## config.mk

```make
export PLATFORM = sky130hd
export DESIGN_NAME = alu_pipe_flat
export DESIGN_NICKNAME = d
export VERILOG_FILES = /design/src/rtl/alu_pipe_if.sv /design/src/rtl/alu_pipe.sv /design/src/flat_wrapper.sv
export SDC_FILE = /design/constraint.sdc
export NUM_CORES = 1
export LEC_CHECK = 0
export ABC_CLOCK_PERIOD_IN_PS = 7800
export BUFFER_PORTS_ARGS = -buffer_cell sky130_fd_sc_hd__clkbuf_2
export CORE_ASPECT_RATIO = 1.5
export CORE_UTILIZATION = 34
export DETAILED_ROUTE_END_ITERATION = 8
export GPL_TIMING_DRIVEN = 0
export MAX_ROUTING_LAYER = met4
export PLACE_DENSITY = 0.49
export SLEW_MARGIN = 20
export SYNTH_ARGS = -nofsm -noshare
export SYNTH_HDL_FRONTEND = slang
export SYNTH_SLANG_ARGS = --single-unit
export TNS_END_PERCENT = 50
```

## constraint.sdc

```tcl
create_clock -name clk -period 7.8 [get_ports clk]
set_input_delay 1.17 -clock clk [delete_from_list [all_inputs] [get_ports clk]]
set_output_delay 1.17 -clock clk [all_outputs]
set_load 0.03 [all_outputs]
```

## src/rtl/alu_pipe_if.sv

```systemverilog
// Request/result handshake bundle for alu_pipe; slave modport is the ALU side.
// Request side is valid/ready; result side is valid/ready with results held until taken.
interface alu_pipe_if #(
  parameter int WIDTH = 16
);
  logic             in_valid;
  logic             in_ready;
  logic [WIDTH-1:0] A;
  logic [WIDTH-1:0] B;
  logic             Cin;
  logic             invA;
  logic             invB;
  logic [4:0]       Op;
  logic             out_valid;
  logic             out_ready;
  logic [WIDTH-1:0] Out;
  logic             Cout;
  logic             Ofl;
  logic             err;

  modport master (
    output in_valid, A, B, Cin, invA, invB, Op, out_ready,
    input  in_ready, out_valid, Out, Cout, Ofl, err
  );

  modport slave (
    input  in_valid, A, B, Cin, invA, invB, Op, out_ready,
    output in_ready, out_valid, Out, Cout, Ofl, err
  );
endinterface

```

## src/rtl/alu_pipe.sv

```systemverilog
// Pipelined ALU, latency 1 (multiply WIDTH*MUL_CYCLES_PER_BIT+1 with ALU_PIPE_MUL_EN); result
// held while out_ready=0, in_ready low while busy or stalled. ALU_PIPE_MUL_EN adds the multiplier.
module alu_pipe #(
  parameter int WIDTH              = 16,
  parameter int MUL_CYCLES_PER_BIT = 1
) (
  input  logic       clk,
  input  logic       rst,
  alu_pipe_if.slave  bus
);

  localparam int SW = $clog2(WIDTH);
  localparam int HW = WIDTH / 2;

  if (!(MUL_CYCLES_PER_BIT == 1 || MUL_CYCLES_PER_BIT == 2)) begin : g_bad_mul_cfg
    $error("alu_pipe: MUL_CYCLES_PER_BIT must be 1 or 2");
  end

  typedef enum logic [1:0] {IDLE = 2'd0, BUSY = 2'd1, HOLD = 2'd2} state_t;

  state_t           state_q, state_d;
  logic [WIDTH-1:0] out_q, out_d;
  logic             cout_q, cout_d;
  logic             ofl_q, ofl_d;
  logic             err_q, err_d;

  logic             in_ready;
  logic             accept;
  logic [WIDTH-1:0] aa, bb;
  logic [WIDTH:0]   add_full;
  logic [WIDTH-1:0] sum;
  logic             add_cout, add_ofl;
  logic             seq, slt;
  logic [SW-1:0]    sh;
  logic [2*WIDTH-1:0] rot_l, rot_r;
  logic [WIDTH-1:0] rev;
  logic [WIDTH-1:0] sc_out;
  logic             sc_err;

  assign in_ready = ~rst & ((state_q == IDLE) | ((state_q == HOLD) & bus.out_ready));
  assign accept   = bus.in_valid & in_ready;

  assign aa       = bus.invA ? ~bus.A : bus.A;
  assign bb       = bus.invB ? ~bus.B : bus.B;
  assign add_full = {1'b0, aa} + {1'b0, bb} + {{WIDTH{1'b0}}, bus.Cin};
  assign sum      = add_full[WIDTH-1:0];
  assign add_cout = add_full[WIDTH];
  assign add_ofl  = (aa[WIDTH-1] == bb[WIDTH-1]) & (sum[WIDTH-1] != aa[WIDTH-1]);
  assign seq      = (sum == '0);
  assign slt      = sum[WIDTH-1] ^ add_ofl;
  assign sh       = bb[SW-1:0];

  always_comb begin
    rot_l  = {aa, aa} << sh;
    rot_r  = {aa, aa} >> sh;
    rev    = '0;
    for (int i = 0; i < WIDTH; i++) rev[i] = aa[WIDTH-1-i];
    sc_out = '0;
    sc_err = 1'b0;
    case (bus.Op)
      5'b00000: sc_out = rot_l[2*WIDTH-1:WIDTH];
      5'b00001: sc_out = aa << sh;
      5'b00010: sc_out = rot_r[WIDTH-1:0];
      5'b00011: sc_out = aa >> sh;
      5'b00100: sc_out = sum;
      5'b00101: sc_out = aa | bb;
      5'b00110: sc_out = aa ^ bb;
      5'b00111: sc_out = aa & bb;
      5'b01000: sc_out = rev;
      5'b01001: sc_out = {{(WIDTH-1){1'b0}}, seq};
      5'b01010: sc_out = {{(WIDTH-1){1'b0}}, slt};
      5'b01011: sc_out = {{(WIDTH-1){1'b0}}, slt | seq};
      5'b01100: sc_out = {{(WIDTH-1){1'b0}}, add_cout};
      5'b01101: sc_out = bb;
      5'b01110: sc_out = (aa << HW) | {{(WIDTH-HW){1'b0}}, bb[HW-1:0]};
      5'b01111: sc_out = aa;
      default:  sc_err = 1'b1;
    endcase
  end

`ifdef ALU_PIPE_MUL_EN
  localparam int MUL_STEPS = WIDTH * MUL_CYCLES_PER_BIT;
  localparam int CW        = $clog2(MUL_STEPS);

  logic [CW-1:0]      cnt_q, cnt_d;
  logic [2*WIDTH-1:0] acc_q, acc_d;
  logic [WIDTH-1:0]   mcand_q, mcand_d;
  logic               hi_q, hi_d;
  logic               is_mul, mul_step, mul_last;
  logic [WIDTH:0]     part;
  logic [2*WIDTH-1:0] acc_step;

  assign is_mul   = (bus.Op == 5'b10000) | (bus.Op == 5'b10001);
  assign mul_last = (cnt_q == CW'(MUL_STEPS - 1));
  // With two cycles per bit, only odd counts advance, so the last count still steps.
  assign mul_step = (MUL_CYCLES_PER_BIT == 1) | cnt_q[0];
  assign part     = {1'b0, acc_q[2*WIDTH-1:WIDTH]} + (acc_q[0] ? {1'b0, mcand_q} : '0);
  assign acc_step = {part, acc_q[WIDTH-1:1]};
`endif

  always_comb begin
    state_d = state_q;
    out_d   = out_q;
    cout_d  = cout_q;
    ofl_d   = ofl_q;
    err_d   = err_q;
`ifdef ALU_PIPE_MUL_EN
    cnt_d   = cnt_q;
    acc_d   = acc_q;
    mcand_d = mcand_q;
    hi_d    = hi_q;
`endif
    if (accept) begin
      cout_d  = add_cout;
      ofl_d   = add_ofl;
      state_d = HOLD;
      out_d   = sc_out;
      err_d   = sc_err;
`ifdef ALU_PIPE_MUL_EN
      if (is_mul) begin
        state_d = BUSY;
        out_d   = out_q;
        err_d   = 1'b0;
        cnt_d   = '0;
        acc_d   = {{WIDTH{1'b0}}, bb};
        mcand_d = aa;
        hi_d    = bus.Op[0];
      end
`endif
    end else if (state_q == HOLD) begin
      if (bus.out_ready) state_d = IDLE;
    end
`ifdef ALU_PIPE_MUL_EN
    else if (state_q == BUSY) begin
      cnt_d = cnt_q + 1'b1;
      if (mul_step) acc_d = acc_step;
      if (mul_last) begin
        state_d = HOLD;
        cnt_d   = '0;
        out_d   = hi_q ? acc_step[2*WIDTH-1:WIDTH] : acc_step[WIDTH-1:0];
      end
    end
`endif
  end

  always_ff @(posedge clk) begin
    if (rst) begin
      state_q <= IDLE;
      out_q   <= '0;
      cout_q  <= 1'b0;
      ofl_q   <= 1'b0;
      err_q   <= 1'b0;
`ifdef ALU_PIPE_MUL_EN
      cnt_q   <= '0;
      acc_q   <= '0;
      mcand_q <= '0;
      hi_q    <= 1'b0;
`endif
    end else begin
      state_q <= state_d;
      out_q   <= out_d;
      cout_q  <= cout_d;
      ofl_q   <= ofl_d;
      err_q   <= err_d;
`ifdef ALU_PIPE_MUL_EN
      cnt_q   <= cnt_d;
      acc_q   <= acc_d;
      mcand_q <= mcand_d;
      hi_q    <= hi_d;
`endif
    end
  end

  assign bus.in_ready  = in_ready;
  assign bus.out_valid = (state_q == HOLD);
  assign bus.Out       = out_q;
  assign bus.Cout      = cout_q;
  assign bus.Ofl       = ofl_q;
  assign bus.err       = err_q;

endmodule

```

## src/flat_wrapper.sv

```systemverilog
// flat-port wrapper written by rule: the top's interface ports become plain ports
module alu_pipe_flat 
#(
  parameter int WIDTH              = 16,
  parameter int MUL_CYCLES_PER_BIT = 1
)
  (clk, rst, bus_in_valid, bus_A, bus_B, bus_Cin, bus_invA, bus_invB, bus_Op, bus_out_ready, bus_in_ready, bus_out_valid, bus_Out, bus_Cout, bus_Ofl, bus_err);
  alu_pipe_if #(.WIDTH(WIDTH)) bus_i ();
  input  logic clk;
  input  logic rst;
  input wire logic [$bits(bus_i.in_valid)-1:0] bus_in_valid;
  input wire logic [$bits(bus_i.A)-1:0] bus_A;
  input wire logic [$bits(bus_i.B)-1:0] bus_B;
  input wire logic [$bits(bus_i.Cin)-1:0] bus_Cin;
  input wire logic [$bits(bus_i.invA)-1:0] bus_invA;
  input wire logic [$bits(bus_i.invB)-1:0] bus_invB;
  input wire logic [$bits(bus_i.Op)-1:0] bus_Op;
  input wire logic [$bits(bus_i.out_ready)-1:0] bus_out_ready;
  output wire logic [$bits(bus_i.in_ready)-1:0] bus_in_ready;
  output wire logic [$bits(bus_i.out_valid)-1:0] bus_out_valid;
  output wire logic [$bits(bus_i.Out)-1:0] bus_Out;
  output wire logic [$bits(bus_i.Cout)-1:0] bus_Cout;
  output wire logic [$bits(bus_i.Ofl)-1:0] bus_Ofl;
  output wire logic [$bits(bus_i.err)-1:0] bus_err;
  assign bus_i.in_valid = bus_in_valid;
  assign bus_i.A = bus_A;
  assign bus_i.B = bus_B;
  assign bus_i.Cin = bus_Cin;
  assign bus_i.invA = bus_invA;
  assign bus_i.invB = bus_invB;
  assign bus_i.Op = bus_Op;
  assign bus_i.out_ready = bus_out_ready;
  assign bus_in_ready = bus_i.in_ready;
  assign bus_out_valid = bus_i.out_valid;
  assign bus_Out = bus_i.Out;
  assign bus_Cout = bus_i.Cout;
  assign bus_Ofl = bus_i.Ofl;
  assign bus_err = bus_i.err;
  alu_pipe #(.WIDTH(WIDTH), .MUL_CYCLES_PER_BIT(MUL_CYCLES_PER_BIT)) u_core (.clk(clk), .rst(rst), .bus(bus_i));
endmodule
```

# == Yosys cells after proc, flatten, opt, wreduce, memory -nomap -nowiden ==
# Index checks and enable logic that the tools add are counted.
# word_totals
reg_bits,20
latchBits,0
ram_bits,0
mem_bits_ro,0
output_inout_bits,21
mem_count,0
# op_classes
addsub,2
n_mul,0
div,0
order_cmp,0
eq_ne,17
shifts,4
n_mux,7
n_bitwise,14
reduce_logical,7
# ops
operator,count
$pmux W16 S16,1
$eq A5 B4 Y1 const B,8
$mux W16,2
$not A16 Y16,2
$shl A32 B4 Y32,1
$shr A32 B4 Y16,1
$eq A5 B3 Y1 const B,4
$add A16 B16 Y17,1
$add A17 B1 Y17,1
$and A16 B16 Y16,1
$logic_not A16 Y1,1
$or A16 B16 Y16,1
$or A16 B8 Y16,1
$reduce_or A16 Y1,1
$shl A16 B4 Y16,1
$shr A16 B4 Y16,1
$xor A16 B16 Y16,1
$eq A5 B2 Y1 const B,2
$mux W2,3
$eq A5 B1 Y1 const B,1
$logic_not A5 Y1,1
$and A1 B1 Y1,4
$reduce_bool A2 Y1,2
$logic_not A2 Y1,1
7 further kinds,8

# == Logic depth before layout (Yosys ltp) ==
# Gate-level depths: netlist (run 1).
# logic_depth
word_depth,9
mapped_depth,20

# == Worst setup path before layout (run 1) ==
# No wires, ideal clock.
# synth_timing
path_type,input port to flip-flop
start,in bus_invA
end,"reg u_core.out_q[0], in the netlist u_core.bus.Out[0]"
setup_ps,96
arrival_ps,5772
path_slack_ps,1932
stages,18
n_path_buf,3
path_cell_list,buf_2 > buf_2 > buf_2 > xor2_1 > ha_1 > a21oi_1 > o31ai_1 > a41o_1 > o31ai_1 > o21ai_1 > a21o_1 > a21o_1 > fa_1 > or4_1 > or4_1 > nor4_1 > nand4b_1 > o41ai_2
# synth_between
elab_chain_len,8
elab_cells_between_ends,17
cone_classes,add/sub: 2; eq/ne: 2; shift: 4; mux: 2; bitwise: 6; reduce/logical: 1
# synth_lines
element,line_no,rtl
start: declaration,flat_wrapper.sv:15,input wire logic [$bits(bus_i.invA)-1:0] bus_invA;
$mux W16 (*),alu_pipe.sv:43,assign aa = bus.invA ? ~bus.A : bus.A;
$add A16 B16 Y17,alu_pipe.sv:45,"assign add_full = {1'b0, aa} + {1'b0, bb} + {{WIDTH{1'b0}}, bus.Cin};"
$add A17 B1 Y17,alu_pipe.sv:45,
$ne A1 B1 Y1,alu_pipe.sv:48,assign add_ofl = (aa[WIDTH-1] == bb[WIDTH-1]) & (sum[WIDTH-1] != aa[WIDTH-1]);
$and A1 B1 Y1,alu_pipe.sv:48,
$xor A1 B1 Y1,alu_pipe.sv:50,assign slt = sum[WIDTH-1] ^ add_ofl;
$or A1 B1 Y1,alu_pipe.sv:72,"5'b01011: sc_out = {{(WIDTH-1){1'b0}}, slt | seq};"
$pmux W16 S16 (*),alu_pipe.sv:60,case (bus.Op)
end signal: assignment,alu_pipe.sv:161,out_q <= out_d;
end: declaration,alu_pipe.sv:22,"logic [WIDTH-1:0] out_q, out_d;"
# Every way passes the cells marked *; elsewhere a longest branch is shown, timed or not.
# A chain may end at the register's enable or synchronous reset.

# == Final worst setup path (run 1) ==
# layout_timing
start,in bus_invB
end,"reg u_core.out_q[0], in the netlist u_core.bus.Out[0]"
# layout_between
elab_chain_len,8
elab_cells_between_ends,18
cone_classes,add/sub: 2; eq/ne: 2; shift: 4; mux: 2; bitwise: 7; reduce/logical: 1
# layout_lines
element,line_no,rtl
start: declaration,flat_wrapper.sv:16,input wire logic [$bits(bus_i.invB)-1:0] bus_invB;
$mux W16 (*),alu_pipe.sv:44,assign bb = bus.invB ? ~bus.B : bus.B;
$add A16 B16 Y17,alu_pipe.sv:45,
$add A17 B1 Y17,alu_pipe.sv:45,
$ne A1 B1 Y1,alu_pipe.sv:48,
$and A1 B1 Y1,alu_pipe.sv:48,
$xor A1 B1 Y1,alu_pipe.sv:50,
$or A1 B1 Y1,alu_pipe.sv:72,
$pmux W16 S16 (*),alu_pipe.sv:60,
# Marked as above.

==> impl_metrics.yaml, run 1 <==
status:
  outcome: "complete, no violations"
final_layout:
  commonest_non_fill_non_tap_cells_in_the_layout: "78 x nor2_1, 70 x nand2_1, 64 x a21oi_1"
  most_common_cell_after_layout_fill_and_taps_aside: "nor2_1"
  final_area_um2: 5510
  nets: 833
  syn2layout_area_growth_pct: 13.6
  n_antenna_cell: 0
  final_layout_size_suffix_gt1_share_pct: 14.1
flow_run:
  maxcap_viol_count: 0
synthesis:
  seq_area_frac_synth_pct: 8.26
  fraction_of_registers_with_async_set_or_reset_after_synthesis_pct: 0
  synth_top_cell_by_area: "dfxtp_1"
  netlist.area_leader.share_pct: 8.26
  synthCells: 688
  syn-num-nets: 766
  mappedNetlistArea_um2: 4850
  yosys_warnings: 0
  synth-edff-count: 0
  synthFlopType: "dfxtp_1"
  syn_area_per_cell_um2: 7.05
  synth_cell_type_count: 67
  ys_top_cells_by_area: "dfxtp_1 8.3%, ha_1 8.3%, a21oi_1 6.6%, xor2_1 6.3%, nor2_1 6.0%"
  ff_latch_count_synth: 20
clock_tree:
  clkLatencyLatePin_ps: 260
  clockBufferDepth: 2
  clkSinkCount: 20
  clk_slew_on_worst_s_h_paths_ps: 60
  tritoncts: "done"
  post_cts_hold_buffer_count: 0
  clock_tree.htree_level_count: 1
  post_cts.repair.setup_buffers: 0
  cts-root-buf: "clkbuf_16"
  post_cts.resized_instances: 0
  numCtsBuffers: 3
floorplanning:
  die_area_um2: 14800
  core_area_um2: 14000
  pin_count: 65
  die_extent_in_x_um: 99.5
  floorplan.rows: 53
  initial_utilization_pct: 34.7
  die-height_um: 148
placement:
  dp_worst_setup_slack_ps: 343
  count_of_input_and_output_buffers: 62
  placement.cell_area_um2: 5400
  place_congestion: 1.07
  dp_hpwl_um: 20900
detailed_routing:
  num_vias: 5857
  vias_per_cell: 6.19
  drt_iter0_markers: 588
  drt_drc_violations_left: 0
  wl_um: 24800
  dr_wl_met2_um: 12200
  met3RoutedLength_um: 1410
  drt-wirelength-per-cell_um: 26.2
  first_pass_iters: 6
  wl_met1_um: 9280
  top_layer: "met4"
  ant_nets: 0
global_route:
  pin_count_of_the_biggest_net_entering_global_routing: 13
  grt_first_pass_wirelength_um: 36800
  globalRoute.totalOverflow: 0
  grt_usage_pct: 35.1
  grt_pass1_vias: 5640
  antenna_found_initial: 0
sta:
  final_min_period_over_clock_period_pct: 92.5
  final.min_clock_period_ps: 7210
  timing.max_slew.rel_slack_pct: 22.3
  report.final.setup_viol: 0
  finalHoldViolations: 0
  fmaxAchievable_mhz: 139
  final.setup.worst_slack_ps: 589
  finalSetupTns_ps: 0
  timing_max_transition_violations_final: 0
  setup_repair_after_global_routing_missed_its_margin: "no"
  final.setup_skew_ps: 6.59
  timing_worst_slew_pin_value_ps: 1140
worst_setup_path:
  critical_path.top_delay_family: "compound AO/OA/AOI/OAI gates"
  worstPathBufferInverterCount: 5
  critical-path-max-stage-delay_ps: 550
  critPathKind: "in -> reg"
  kind_of_end_point_of_the_critical_path: "flip-flop"
  cp.required_ps: 7970
  cp.depth: 20
  worstPathArrival_ps: 7380
  worst_setup_path_start_kind: "input pin"
  crit_path_top_delay_cell: "fa_1"
  worst-path-max-fanout: 10
  rr_worst_depth: 9
  path_cells: "clkbuf_2 -> buf_2 -> xnor2_1 -> inv_1 -> buf_2 -> clkbuf_1 -> ha_1 -> a31oi_1 -> o221ai_1 -> a41o_1 -> o31ai_1 -> o21ai_1 -> a21o_1 -> a21o_1 -> fa_1 -> or4_1 -> or4_1 -> nor4_1 -> nand4b_1 -> o41ai_2"
min_path:
  hold_path_class: "reg -> reg"
  worst_hold_path.num_cells: 2
power:
  powerDensity_nw_per_um2: 156
  leakagePower_nw: 2.24
  worst_ir_drop_vdd_mv: 0.0971
worst min-delay path, delay by kind of cell, from the launching register on:
family	cells	cell delay, ps
AOI/OAI and AO/OA	1	50
and+or+nand+nor	1	50
DFF	1	310
path summary, 6_finish.rpt:
kind	end	start	slack [ps]
hold / removal	u_core.bus.err$_SDFFE_PP0P_	u_core.bus.err$_SDFFE_PP0P_	460
setup / recovery	u_core.bus.Out[0]$_SDFFE_PP0P_	bus_invB	590
setup reg to reg	u_core.bus.Out[0]$_SDFFE_PP0P_	u_core.state_q[1]$_SDFFE_PP0P_	4930
hold reg to reg	u_core.bus.err$_SDFFE_PP0P_	u_core.bus.err$_SDFFE_PP0P_	460
Yosys cell counts (8+ instances only):
library cell  instances
a211oi_1             16
a21oi_1              64
a221oi_1             19
a22oi_1               8
a31oi_1              11
buf_2                11
clkbuf_1             28
dfxtp_1              20
ha_1                 32
inv_1                39
mux2i_1              26
mux4_2               12
nand2_1              70
nand2b_1             10
nand3_1               9
nor2_1               78
nor3_1               12
o211ai_1             11
o21ai_0              43
o22ai_1              13
xnor2_1              24
xor2_1               35
area by class of cell:
type / count / area, um^2
Clock buffer: 3 / 75.1
Fill cell: 1568 / 8480
Sequential cell: 20 / 400
Inverter: 41 / 156
Buffer: 44 / 183
Clock inverter: 1 / 30.0
Timing Repair Buffer: 62 / 310
Tap cell: 192 / 240
Multi-Input combinational cell: 583 / 4110
state kept, by name, summed over array words and instances, names as in the netlist:
register	cells
u_core.bus.Ofl	1
u_core.state_q	1
u_core.bus.err	1
u_core.bus.Out	16
u_core.bus.Cout	1
routing by layer:
metal  track usage, %  up-vias
li1                 -     2680
met5                -        -
met3             2.82       99
met1             39.7     2746
met4             22.6        0
met2             59.3      332
power by group:
part | internal, mW | switching [mW]
Sequential | 0.110 | 0.00424
Clock | 0.102 | 0.0429
Combinational | 0.189 | 0.409
logic make-up after synthesis:
kind of cell,Yosys count,synth area share [%]
compound gates,238,32.1
xor+xnor,61,11.6
fa+ha+maj,34,9.08
buf+inv,85,6.99
flops,20,8.26
mux,45,13.5
simple gates,205,18.5
stage by stage:
step / util [%] / std cells / total power [mW] / hold slack, ps
after detailed placement: 38.6 / 942 / 0.696 / 457
after CTS: 39.4 / 946 / 0.842 / 465
after floorplan: - / 688 / 0.490 / 584
after global placement: 38.6 / 942 / 0.699 / 446
after global routing: 39.4 / 946 / 0.899 / 489
final: 39.4 / 946 / 0.857 / 457
(Power assumes the default switching activity.)
==> run 2: changes to the inputs <==
Settings changed: CAP_MARGIN set to 15, RECOVER_POWER set to 100.
==> run 2 against run 1 <==
Net effect:
- core utilization down 0.21 points
- critical path depth down 2
- die area unchanged
- first-iteration DRC count down 1.7%
- final cell count unchanged
- register-to-register slack worse by 40 ps
- global-route usage unchanged
- routed wire length up 0.23%
- non-clock buffer count unchanged
- largest cell class unchanged
- largest power group unchanged
- highest routed layer unchanged
==> impl_metrics.yaml, run 2 (synthesized netlist as in run 1, its figures left out) <==
sta:
  setup_repair_after_global_routing_missed_its_margin: "no"
  final.min_clock_period_ps: 7350
  final_min_period_over_clock_period_pct: 94.3
  timing_max_transition_violations_final: 0
  timing_worst_slew_pin_value_ps: 1130
  finalHoldViolations: 0
  report.final.setup_viol: 0
  final.setup_skew_ps: 2.41
  timing.max_slew.rel_slack_pct: 22.7
  hold_slack_ps: 456
  fmaxAchievable_mhz: 136
  final.setup.worst_slack_ps: 448
  finalSetupTns_ps: 0
clock_tree:
  post_cts.repair.setup_buffers: 0
  post_cts_hold_buffer_count: 0
  clock_tree.htree_level_count: 1
  clockBufferDepth: 2
  clk_slew_on_worst_s_h_paths_ps: 60
  clkSinkCount: 20
  post_cts.resized_instances: 0
  clkLatencyLatePin_ps: 260
  numCtsBuffers: 3
  tritoncts: "done"
  cts-root-buf: "clkbuf_16"
power:
  sw_frac_of_total_pct: 53.3
  seqPwrFrac_pct: 13.4
  worst_ir_drop_vdd_mv: 0.0996
  netSwitchingPower_mw: 0.455
  power_report.internal_total_mw: 0.399
  power.share.combinational_pct: 69.7
  leakagePower_nw: 2.17
  power_frac_clock_pct: 16.9
  powerDensity_nw_per_um2: 156
  total_power_mw: 0.854
worst_setup_path:
  cp.required_ps: 7960
  worst_setup_path_start_kind: "input pin"
  crit_path_top_delay_cell: "xor2_1"
  critical_path_startpoint: "bus_invA"
  critical-path-max-stage-delay_ps: 640
  worstPathArrival_ps: 7520
  critPathKind: "in -> reg"
  kind_of_end_point_of_the_critical_path: "flip-flop"
  path_cells: "buf_2 -> clkbuf_1 -> buf_2 -> xor2_1 -> ha_1 -> a21oi_1 -> o31ai_1 -> a41o_1 -> o31ai_1 -> o21ai_0 -> a21o_1 -> a21o_1 -> fa_1 -> or4_1 -> or4_1 -> nor4_1 -> nand4b_1 -> o41ai_2"
  critical_path.reg2reg.startpoint: "u_core.state_q[1]$_SDFFE_PP0P_"
  worst-path-max-fanout: 10
final_layout:
  final_layout_size_suffix_gt1_share_pct: 11.0
  final_cells: 946
  layout.core_utilization_pct: 39.2
  syn2layout_area_growth_pct: 13.0
  nets: 833
  largest_register_ff_count: 16
  most_common_cell_after_layout_fill_and_taps_aside: "nor2_1"
  commonest_non_fill_non_tap_cells_in_the_layout: "78 x nor2_1, 70 x nand2_1, 64 x a21oi_1"
  n_antenna_cell: 0
  final_area_um2: 5480
floorplanning:
  floorplan.rows: 53
  die_area_um2: 14800
  die_extent_in_x_um: 99.5
  pin_count: 65
  core_area_um2: 14000
  die-height_um: 148
  initial_utilization_pct: 34.7
detailed_routing:
  vias_per_cell: 6.19
  ant_nets: 0
  drt-wirelength-per-cell_um: 26.3
  drt_drc_violations_left: 0
  num_vias: 5859
  wl_um: 24900
  first_pass_iters: 5
  drt_iter0_markers: 578
global_route:
  globalRoute.totalOverflow: 0
  grt_pass1_vias: 5640
  pin_count_of_the_biggest_net_entering_global_routing: 13
  antenna_found_initial: 0
  grt_usage_pct: 35.1
  grt_first_pass_wirelength_um: 36800
placement:
  dp_hpwl_um: 20900
  dp_worst_setup_slack_ps: 343
  count_of_input_and_output_buffers: 62
  place_congestion: 1.07
  placement.cell_area_um2: 5400
  place_inst: 942
min_path:
  timing.hold.worst.start: "u_core.bus.err$_SDFFE_PP0P_"
  hold_path_class: "reg -> reg"
flow_run:
  maxcap_viol_count: 0
status:
  outcome: "complete, no violations"
[run 2: cell count changes in the layout (fill, tap and decap cells not counted), sizes merged]
| cell | previous run | this run |
|---|---|---|
| clkbuf | 93 | 94 |
| buf | 16 | 15 |
[run 2: power groups by stage]
stage               registers (mW)  clock network, mW  logic [mW]
floorplan                    0.131                  0       0.359
detailed placement           0.116                  0       0.580
CTS                          0.114              0.146       0.581
global placement             0.116                  0       0.582
finish                       0.114              0.144       0.595
global route                 0.115              0.150       0.632
[run 2: layer usage]
metal  global-route usage, %  vias up  part of all wire (%)
li1                        -     2673                     -
met2                    59.3      316                    49
met4                    22.6        0                   7.8
met3                    2.82       93                   5.4
met1                    39.7     2777                    38
met5                       -        -                     0
[run 2: path summary, 6_finish.rpt]
| path | endpoint | slack (ps) | cells after the start |
|---|---|---|---|
| min | u_core.bus.err$_SDFFE_PP0P_ | 460 | 2 |
| max | u_core.bus.Out[0]$_SDFFE_PP0P_ | 450 | 18 |
| max reg2reg | u_core.bus.Out[0]$_SDFFE_PP0P_ | 4890 | 9 |
| min reg2reg | u_core.bus.err$_SDFFE_PP0P_ | 460 | 2 |
[run 2: layout make-up]
type | count | area, um^2
fillers | 1578 | 8510
multi-input cells | 583 | 4110
flip-flops and latches | 20 | 400
repair buffers | 62 | 283
well taps | 192 | 240
plain buffers | 44 | 181
inverters | 41 | 156
clock buffers | 3 | 75.1
clock inverters | 1 | 30.0
[run 2: worst max-delay path: cells and delay by family]
| kind | cells | cell delay (ps) |
|---|---|---|
| AOI/OAI and AO/OA | 8 | 2130 |
| xor gates and xnor gates | 1 | 640 |
| adders and majority gates | 2 | 1000 |
| buffers and inverters | 3 | 1050 |
| and+or+nand+nor | 4 | 1510 |
==> run 3: changes to the inputs <==
Settings changed: MAX_ROUTING_LAYER met4 to unset.
==> run 3 against run 2 <==
Net effect:
- flip-flop and latch count unchanged
- register-to-register slack about the same
- non-clock buffer count unchanged
- total power increased by 0.35%
- cell area about the same
- via count decreased by 0.36%
- first-iteration DRC count decreased by 4.5%
- clock-buffer cell count unchanged
- critical path depth increased by 2
- routed wire length increased by 1.1%
- final cell count unchanged
- core utilization about the same
==> impl_metrics.yaml, run 3 (synthesized netlist as in run 1, its figures left out) <==
status:
  outcome: "complete, no violations"
worst_setup_path:
  cp.required_ps: 7970
  worst-path-max-fanout: 10
  critPathKind: "in -> reg"
  kind_of_end_point_of_the_critical_path: "flip-flop"
  crit_path_top_delay_cell: "fa_1"
  worstPathArrival_ps: 7560
  worst_setup_path_start_kind: "input pin"
  critical-path-max-stage-delay_ps: 550
  path_cells: "clkbuf_1 -> buf_2 -> xnor2_1 -> inv_1 -> buf_2 -> clkbuf_1 -> ha_1 -> a31oi_1 -> o221ai_1 -> a41o_1 -> o31ai_1 -> o21ai_1 -> a21o_1 -> a21o_1 -> fa_1 -> or4_1 -> or4_1 -> nor4_1 -> nand4b_1 -> o41ai_2"
detailed_routing:
  wl_um: 25100
  vias_per_cell: 6.17
  ant_nets: 0
  drt_iter0_markers: 552
  num_vias: 5838
  drt_drc_violations_left: 0
  drt-wirelength-per-cell_um: 26.6
  first_pass_iters: 7
clock_tree:
  clkSinkCount: 20
  clk_slew_on_worst_s_h_paths_ps: 60
  post_cts_hold_buffer_count: 0
  clockBufferDepth: 2
  clkLatencyLatePin_ps: 260
  tritoncts: "done"
  numCtsBuffers: 3
  cts-root-buf: "clkbuf_16"
  post_cts.repair.setup_buffers: 0
  post_cts.resized_instances: 0
  clock_tree.htree_level_count: 1
global_route:
  grt_usage_pct: 34.2
  pin_count_of_the_biggest_net_entering_global_routing: 13
  antenna_found_initial: 0
  globalRoute.totalOverflow: 0
  grt_first_pass_wirelength_um: 36900
  grt_pass1_vias: 5755
final_layout:
  final_area_um2: 5480
  nets: 833
  n_antenna_cell: 0
  largest_register_ff_count: 16
  commonest_non_fill_non_tap_cells_in_the_layout: "78 x nor2_1, 70 x nand2_1, 64 x a21oi_1"
  regArea_um2: 400
  multi_input_area_um2: 4110
  syn2layout_area_growth_pct: 13.0
  final_layout_size_suffix_gt1_share_pct: 10.9
  filler_instances: 1560
  most_common_cell_after_layout_fill_and_taps_aside: "nor2_1"
placement:
  dp_hpwl_um: 20900
  place_congestion: 1.04
  placement.cell_area_um2: 5400
  count_of_input_and_output_buffers: 62
power:
  power.share.combinational_pct: 69.8
  netSwitchingPower_mw: 0.458
  worst_ir_drop_vdd_mv: 0.0970
  powerDensity_nw_per_um2: 156
  sw_frac_of_total_pct: 53.5
  power_report.internal_total_mw: 0.399
  total_power_mw: 0.857
  power_frac_clock_pct: 16.9
  seqPwrFrac_pct: 13.3
  leakagePower_nw: 2.16
sta:
  setup_repair_after_global_routing_missed_its_margin: "no"
  final_min_period_over_clock_period_pct: 94.8
  timing_max_transition_violations_final: 0
  report.final.setup_viol: 0
  hold_slack_ps: 462
  final.min_clock_period_ps: 7390
  final.setup_skew_ps: 2.80
  finalHoldViolations: 0
  timing_worst_slew_pin_value_ps: 1130
  timing.max_slew.rel_slack_pct: 23.8
  fmaxAchievable_mhz: 135
  finalSetupTns_ps: 0
min_path:
  hold_path_class: "reg -> reg"
floorplanning:
  initial_utilization_pct: 34.7
  pin_count: 65
  die-height_um: 148
  die_area_um2: 14800
  core_area_um2: 14000
  die_extent_in_x_um: 99.5
  floorplan.rows: 53
flow_run:
  maxcap_viol_count: 0
==> run 3: cell counts in the layout (fill, tap and decap cells not counted) <==
Identical to the previous run, type by type.
==> run 3: final cells by class <==
cell class                      count  area share [%]
Timing Repair Buffer               62            5.14
Inverter                           41            2.85
Multi-Input combinational cell    583            75.1
Buffer                             44            3.31
Clock inverter                      1           0.548
Sequential cell                    20            7.31
Tap cell                          192            4.38
Clock buffer                        3            1.37
==> run 3: final timing paths <==
check | from | end | slack, ps | cells past startpoint
max | bus_invB | u_core.bus.Out[0]$_SDFFE_PP0P_ | 410 | 20
min | u_core.bus.err$_SDFFE_PP0P_ | u_core.bus.err$_SDFFE_PP0P_ | 460 | 2
max reg2reg | u_core.state_q[1]$_SDFFE_PP0P_ | u_core.bus.Out[0]$_SDFFE_PP0P_ | 4890 | 9
min reg2reg | u_core.bus.err$_SDFFE_PP0P_ | u_core.bus.err$_SDFFE_PP0P_ | 460 | 2
==> run 3: stage by stage <==
step | instances | worst slack (ps) | util (%)
2_1_floorplan | 688 | 1930 | -
3_3_place_gp | 942 | 376 | 38.6
3_5_place_dp | 942 | 379 | 38.6
4_1_cts | 946 | 643 | 39.4
5_1_grt | 946 | 201 | 39.2
6_report | 946 | 407 | 39.2
==> run 3: worst max-delay path: cells and delay by family <==
kind | cells | cell delay [ps]
AOI/OAI and AO/OA | 8 | 2130
buffers and inverters | 5 | 1540
and+or+nand+nor | 4 | 1530
adders and majority gates | 2 | 940
xor gates and xnor gates | 1 | 240
==> run 3: power groups by stage <==
stage / sequential (mW) / clock (mW) / combinational (mW)
floorplan: 0.131 / 0 / 0.359
global placement: 0.116 / 0 / 0.581
detailed placement: 0.116 / 0 / 0.578
CTS: 0.114 / 0.146 / 0.581
global route: 0.115 / 0.151 / 0.630
finish: 0.114 / 0.145 / 0.598
==> run 3: layer usage <==
layer  GRT usage [%]  share of wire (%)  routed length [um]
met1            39.5                 38                9680
met4            22.4                7.1                1790
met2            59.4                 49               12400
met5               0                  0                   0
met3            3.38                5.2                1300
